[config.mk]
export PLATFORM = sky130hd
export DESIGN_NAME = regfile_wb_ctrl
export DESIGN_NICKNAME = d
export VERILOG_FILES = /design/src/rtl/regfile_wb_ctrl.sv
export SDC_FILE = /design/constraint.sdc
export NUM_CORES = 1
export LEC_CHECK = 0
export BUFFER_PORTS_ARGS = -buffer_cell sky130_fd_sc_hd__buf_2
export CAP_MARGIN = 20
export CORE_AREA = 2 2 151 153
export DETAILED_ROUTE_END_ITERATION = 10
export DIE_AREA = 0 0 153 155
export PLACE_DENSITY_LB_ADDON = 0.1
export SYNTH_ARGS = -nofsm -noshare
export SYNTH_HDL_FRONTEND = slang
export SYNTH_SLANG_ARGS = --single-unit
[constraint.sdc]
create_clock -name clk -period 6.9 [get_ports clk]
set_clock_uncertainty 0.2 [all_clocks]
set_input_delay 1.38 -clock clk [delete_from_list [all_inputs] [get_ports clk]]
set_output_delay 1.38 -clock clk [all_outputs]
set_load 0.02 [all_outputs]
[src/rtl/regfile_wb_ctrl.sv]
// regfile_wb_ctrl: merges pipeline and long-latency writeback onto one regfile port with a busy scoreboard
module regfile_wb_ctrl #(
  parameter int WIDTH = 32,
  parameter int DEPTH = 4
) (
  input  logic                     clk,
  input  logic                     rst_n,
  input  logic                     wb_we,
  input  logic [4:0]               wb_rd,
  input  logic [WIDTH-1:0]         wb_data,
  input  logic                     lu_valid,
  output logic                     lu_ready,
  input  logic [4:0]               lu_rd,
  input  logic [WIDTH-1:0]         lu_data,
  input  logic                     iss_valid,
  input  logic [4:0]               iss_rd,
  input  logic [4:0]               ra1,
  input  logic [4:0]               ra2,
  input  logic [4:0]               chk_rd,
  output logic                     stall,
  output logic                     we3,
  output logic [4:0]               wa3,
  output logic [WIDTH-1:0]         wd3,
  output logic [$clog2(DEPTH):0]   fifo_cnt
);
  localparam int AW = $clog2(DEPTH);
  logic [4:0]       rd_q   [DEPTH];
  logic [WIDTH-1:0] data_q [DEPTH];
  logic [AW-1:0]    wp, rp;
  logic [31:0]      busy, busy_nxt, clr, set;
  logic             pipe_wr, drain, byp, byp_wr, lu_wr, push;
  // write-port arbitration: pipeline first, then FIFO head, then bypass of the incoming result
  always_comb begin
    pipe_wr  = rst_n && wb_we && wb_rd != 5'd0;
    drain    = rst_n && !pipe_wr && fifo_cnt != '0;
    lu_ready = rst_n && fifo_cnt != (AW+1)'(DEPTH);
    byp      = lu_valid && lu_ready && !pipe_wr && fifo_cnt == '0;
    byp_wr   = byp && lu_rd != 5'd0;
    push     = lu_valid && lu_ready && !byp && lu_rd != 5'd0;
    lu_wr    = drain || byp_wr;
    we3      = pipe_wr || lu_wr;
    wa3      = pipe_wr ? wb_rd : drain ? rd_q[rp] : byp_wr ? lu_rd : 5'd0;
    wd3      = pipe_wr ? wb_data : drain ? data_q[rp] : byp_wr ? lu_data : '0;
  end
  // scoreboard update: long-latency writes clear, issues set, set wins, x0 never busy
  always_comb begin
    clr      = lu_wr ? (32'd1 << wa3) : 32'd0;
    set      = (iss_valid && iss_rd != 5'd0) ? (32'd1 << iss_rd) : 32'd0;
    busy_nxt = ((busy & ~clr) | set) & ~32'd1;
    stall    = rst_n && (busy[ra1] | busy[ra2] | busy[chk_rd]);
  end
  // FIFO storage needs no reset; validity is tracked by the pointers and count
  always_ff @(posedge clk)
    if (push) begin
      rd_q[wp]   <= lu_rd;
      data_q[wp] <= lu_data;
    end
  // pointers, count and busy bits; reset discards everything pending
  always_ff @(posedge clk)
    if (!rst_n) begin
      wp       <= '0;
      rp       <= '0;
      fifo_cnt <= '0;
      busy     <= '0;
    end else begin
      wp       <= wp + AW'(push);
      rp       <= rp + AW'(drain);
      fifo_cnt <= fifo_cnt + (AW+1)'(push) - (AW+1)'(drain);
      busy     <= busy_nxt;
    end
endmodule

==> Yosys cells after proc, flatten, opt, wreduce, memory -nomap -nowiden <==
Memories as Yosys holds them, arrays and structs flattened. A register that Yosys moved wholly into a read port is not among the register bits.
Index checks and enable logic that the tools add are counted.
{ "op_classes": {"n_addsub": 4, "magnitude_cmp": 3, "eq_ne": 1, "n_shift": 2, "muxes": 18, "bitwise_logic": 5, "reduce_logical": 22} }
{ "op_table": {"columns": ["cell", "n"], "rows": [
  ["two-way mux 32 bit", 5],
  ["left shift 1 x 5 -> 32 bit (first input constant)", 2],
  ["AND 32 bit", 1],
  ["inverter 32 bit", 1],
  ["bitwise OR 32 bit", 1],
  ["less-than comparator 5 x 6 -> 1 bit (second input constant)", 3],
  ["binary-select mux 1 bit (select 5 bit)", 3],
  ["two-way mux 5 bit", 3],
  ["nonzero test 5 bit", 3],
  ["logical AND 1 bit", 13],
  ["two-way mux 1 bit", 5],
  ["adder 2 x 1 -> 2 bit", 2],
  ["two-way mux 2 bit", 2],
  ["adder 3 x 1 -> 3 bit", 1],
  ["logical NOT 3 bit", 1],
  ["inequality test 3 bit (second input constant)", 1],
  ["nonzero test 3 bit", 1],
  ["subtractor 3 x 1 -> 3 bit", 1],
  ["logical NOT 1 bit", 2],
  ["logical OR 1 bit", 2],
  ["bitwise OR 1 bit", 2]
]} }
{ "word_totals": {"ff_bits": 39, "mem_bits_rw": 148, "elab_cells": 62, "memories": 2} }
{ "mem_list": {"columns": ["name", "words", "width", "read_ports", "rd_clocked_by_memory_dff", "write_ports", "line_no", "source"], "rows": [
  ["data_q", 4, 32, 1, 1, 1, "28", "logic [WIDTH-1:0] data_q [DEPTH];"],
  ["rd_q", 4, 5, 1, 1, 1, "27", "logic [4:0] rd_q [DEPTH];"]
]} }

==> Logic depth before layout (Yosys ltp) <==
{ "depth": {"ltp_word": 14, "ltp_mapped": 12, "depth_no_buf": 11} }

==> Worst setup path after synthesis <==
No wires, ideal clock.
{ "synth_timing": {"path_kind": "input to register", "start": "input port rst_n", "end": "memory data_q[2][0], enable pin", "arrival_ps": 5128, "t_required_ps": 6215, "slack_ps": 1086, "stages": 5, "n_path_buf": 1, "cell_sequence": "clkbuf_1 > inv_1 > a21oi_1 > nand4_1 > nor3b_1"} }
{ "synth_between": {"elab_cells_between_ends": 12} }
{ "synth_lines": {"columns": ["element", "line_no", "source"], "rows": [
  ["start, declared", "7", "input logic rst_n,"],
  ["logical AND 1 bit (*)", "36", "lu_ready = rst_n && fifo_cnt != (AW+1)'(DEPTH);"],
  ["named net lu_ready", "12", "output logic lu_ready,"],
  ["logical AND 1 bit (*)", "37, 39", null],
  ["logical AND 1 bit (2 in a row)", "37", "byp = lu_valid && lu_ready && !pipe_wr && fifo_cnt == '0;"],
  ["logical NOT 1 bit", "39", "push = lu_valid && lu_ready && !byp && lu_rd != 5'd0;"],
  ["logical AND 1 bit (*) (2 in a row)", "39", null],
  ["two-way mux 1 bit (*)", "54", "if (push) begin"],
  ["two-way mux 1 bit (not written as such) (*)", "56", "data_q[wp] <= lu_data;"],
  ["end, declared", "28", null]
]} }
Mark *: on every way through the listed nets, which the timed path passes. The rest lies on a longest branch.

==> Final worst setup path <==
{ "layout_timing": {"start": "input port wb_rd[2]", "end": "output port wd3[12]"} }
{ "layout_between": {"elab_chain_len": 9, "elab_cells_between_ends": 11} }
{ "layout_rtl": {"columns": ["element", "line_no", "source"], "rows": [
  ["start, declared", "9", "input logic [4:0] wb_rd,"],
  ["nonzero test 5 bit (*)", "34", "pipe_wr = rst_n && wb_we && wb_rd != 5'd0;"],
  ["logical AND 1 bit (*)", "34", null],
  ["logical NOT 1 bit", "35, 37", null],
  ["logical AND 1 bit (2 in a row)", "37", null],
  ["logical AND 1 bit", "38", "byp_wr = byp && lu_rd != 5'd0;"],
  ["two-way mux 32 bit (2 in a row)", "43", "wd3 = pipe_wr ? wb_data : drain ? data_q[rp] : byp_wr ? lu_data : '0;"],
  ["two-way mux 32 bit (*)", "43", null],
  ["end, declared", "23", "output logic [WIDTH-1:0] wd3,"]
]} }
Mark *: on every way between the ends. The rest lies on a longest branch, timed or not.

==> results.yml <==
timing:
  period_minus_slack_ns: 5.167
  finalHoldViolations: 0
  hold_ws_ns: 0.3218
  fmax_mhz: 193.5
  relSlewSlack_pct: 30.34
  fin_ws_ns: 1.733
  rsz0062_at_grt: "no"
  fin_crit_sh_pct: 74.89
  finalSetupTns_ns: 0
  worst_slew_pin_slew_ns: 1.045
  finalSetupViolCount: 0
  slew_violations: 0
layout:
  final_nets: 860
  fill_cells: 2001
  layout-drive-gt1-share_pct: 34.59
  post-route-util_pct: 46.45
  final_area_um2: 10320
  syn_to_final_growth_pct: 19.23
yosys:
  synth_top_cell_area_share_pct: 51.32
  synth_edf_count: 148
  ys_async_sr_fraction_pct: 0
  syn-cell-area_um2: 8660
  syn_nets: 729
  syn_area_per_cell_um2: 13.86
  synthTopCellsByArea: "edfxtp_1 (51%), mux4_2 (15%), dfxtp_1 (8.8%)"
  synth.most_common_cell: "edfxtp_1"
  ys.flop_type: "edfxtp_1"
  yosysTopAreaCell: "edfxtp_1"
  ys_seq_area_share_pct: 60.11
  ys_ff_latch: 186
  netlist_top_cells_count: "edfxtp_1 (148), nor2_1 (84), mux4_2 (57)"
  yosys_warnings: 0
  yosysUniqueCellTypes: 52
  syn_inst: 625
placement:
  io_buffers: 141
  placed_cell_area_um2: 9648
  dp_slack_ns: 1.708
  place_congestion: 0.8596
  post-dp-hpwl_mm: 14.68
clocking:
  max-clock-path-buffers: 2
  ctsHoldBuffers: 0
  root_buffer: "clkbuf_16"
  cts_tree: "built"
  cts_setup_buffers: 0
  clock_latency_ns: 0.42
  clkTransAtPathRegs_ns: 0.07
  cts_sinks: 186
  post_cts_resized: 0
  cts_buffers: 17
  cts_htree_levels: 4
status:
  status: "finished clean"
floorplan:
  dieHeight_um: 155
  placeableCoreArea_um2: 22230
  placementRows: 55
  start_util_pct: 38.96
  io_pins: 142
  die_x_um: 153
  die_area_um2: 23720
routing:
  routed_wl_mm: 21.96
  drtPass1Iterations: 5
  via_per_inst: 5.598
  ant_nets: 0
  drtIter0Drc: 367
  routedWlPerCell_um: 20.79
  drc: 0
  vias: 5912
global_route:
  antenna_found_initial: 3
  grt_pass1_wl_mm: 33.95
  grt_overflow: 0
  grt_usage_pct: 18.72
  grt_pass1_vias: 5965
  grt_max_degree: 43
worst_setup_path:
  start_kind: "input pin"
  crit_family: "compound AO/OA/AOI/OAI gates"
  critPathMaxFanout: 31
  crit_required_ns: 5.32
  end_kind: "output port"
  max_stage_delay_ns: 0.78
  slowest_stage: "o211ai_4"
  path_buf_inv: 3
  crit_arrival_ns: 3.59
  critPathKind: "input pin to output port"
  crit_chain: "buf_2, or4_4, o211ai_4, buf_4, nor2_1, nor2_1, buf_2"
run:
  max-cap-violations: 0
pwr:
  ir_worst_vdd_mv: 0.1836
  power_density_nw_per_um2: 305.1
  p_leak_nw: 3.626
hold_path:
  min_path_type: "flop to flop"
==> cells by family (layout without fill, tap and decap cells) <==
group	Yosys count	after routing	share of synthesized area (%)
AO/OA/AOI/OAI	139	139	10.98
XOR/XNOR	4	4	0.4045
adder cells (fa/ha/maj)	5	5	0.8092
buffers and inverters	50	194	2.326
flip-flops	186	186	60.11
multiplexers	66	66	15.92
other	0	2	0
AND/OR/NAND/NOR	175	175	9.450
==> path summary, 6_finish.rpt <==
kind                                from       end  slack [ns]  cells past startpoint
worst min-delay path            busy[13]  busy[13]        0.32                      2
worst min register to register  busy[13]  busy[13]        0.32                      2
worst max register to register     rp[1]   busy[3]        3.81                      7
worst max-delay path            wb_rd[2]   wd3[12]        1.73                      7
==> metrics by stage <==
step | total power [mW] | instances
after floorplan | 1.879 | 625
after global routing | 3.299 | 1054
after CTS | 3.177 | 1052
final | 3.151 | 1056
after global placement | 2.138 | 1020
after detailed placement | 2.149 | 1020
==> cell type report <==
type | count | area, um2 | area share, %
clock inverter | 14 | 202.7 | 1.963
inverter | 10 | 37.54 | 0.3635
multi-input combinational | 389 | 3273 | 31.70
timing repair buffer | 152 | 813.3 | 7.877
sequential | 186 | 5207 | 50.44
clock buffer | 18 | 429.2 | 4.157
tap | 285 | 356.6 | 3.454
antenna | 2 | 5.005 | 0.04847
==> routing by layer <==
metal | share of wire (%) | vias to the layer above | track usage, %
met1 | 43 | 2987 | 23.63
met5 | 0.059 | - | 0
met4 | 1.4 | 2 | 5.776
li1 | - | 2745 | -
met2 | 51 | 149 | 32.84
met3 | 4.5 | 29 | 3.621
==> placed cells by master, fill, tap and decap left out, drive strengths merged, types with 4 or more instances in the layout <==
cell type / netlist / layout
a211oi: 4 / 4
a21oi: 45 / 45
a221oi: 32 / 32
a31oi: 5 / 5
and2: 7 / 7
and3: 6 / 6
buf: 15 / 152
clkbuf: 25 / 18
clkinv: 0 / 4
dfxtp: 38 / 38
edfxtp: 148 / 148
ha: 4 / 4
inv: 10 / 16
mux2i: 8 / 8
mux4: 57 / 57
nand2: 35 / 35
nand3: 6 / 6
nand3b: 5 / 5
nor2: 84 / 84
nor3: 6 / 6
nor3b: 7 / 7
o211ai: 5 / 5
o21ai: 32 / 32
or2: 4 / 4
xnor2: 4 / 4
==> worst reg2reg max path, stage by stage, from the launching register on <==
cell      delay, ns
dfxtp_2        0.62
buf_4          0.46
mux4_2         0.39
a32oi_2        0.43
o211a_1        0.33
o211ai_1       0.23
o21ai_0        0.22
a21oi_1        0.09
==> where the power goes <==
group / switching, mW / total (mW) / internal, mW
Clock: 0.442 / 1.03 / 0.587
Combinational: 0.492 / 0.812 / 0.320
Sequential: 0.0410 / 1.31 / 1.27
==> sequential cells by signal (all words and copies together) (netlist names) <==
signal / flops
data_q: 128
busy: 31
rd_q: 20
fifo_cnt: 3
rp: 2
wp: 2
Note: power is estimated with default switching activity, not from simulation.
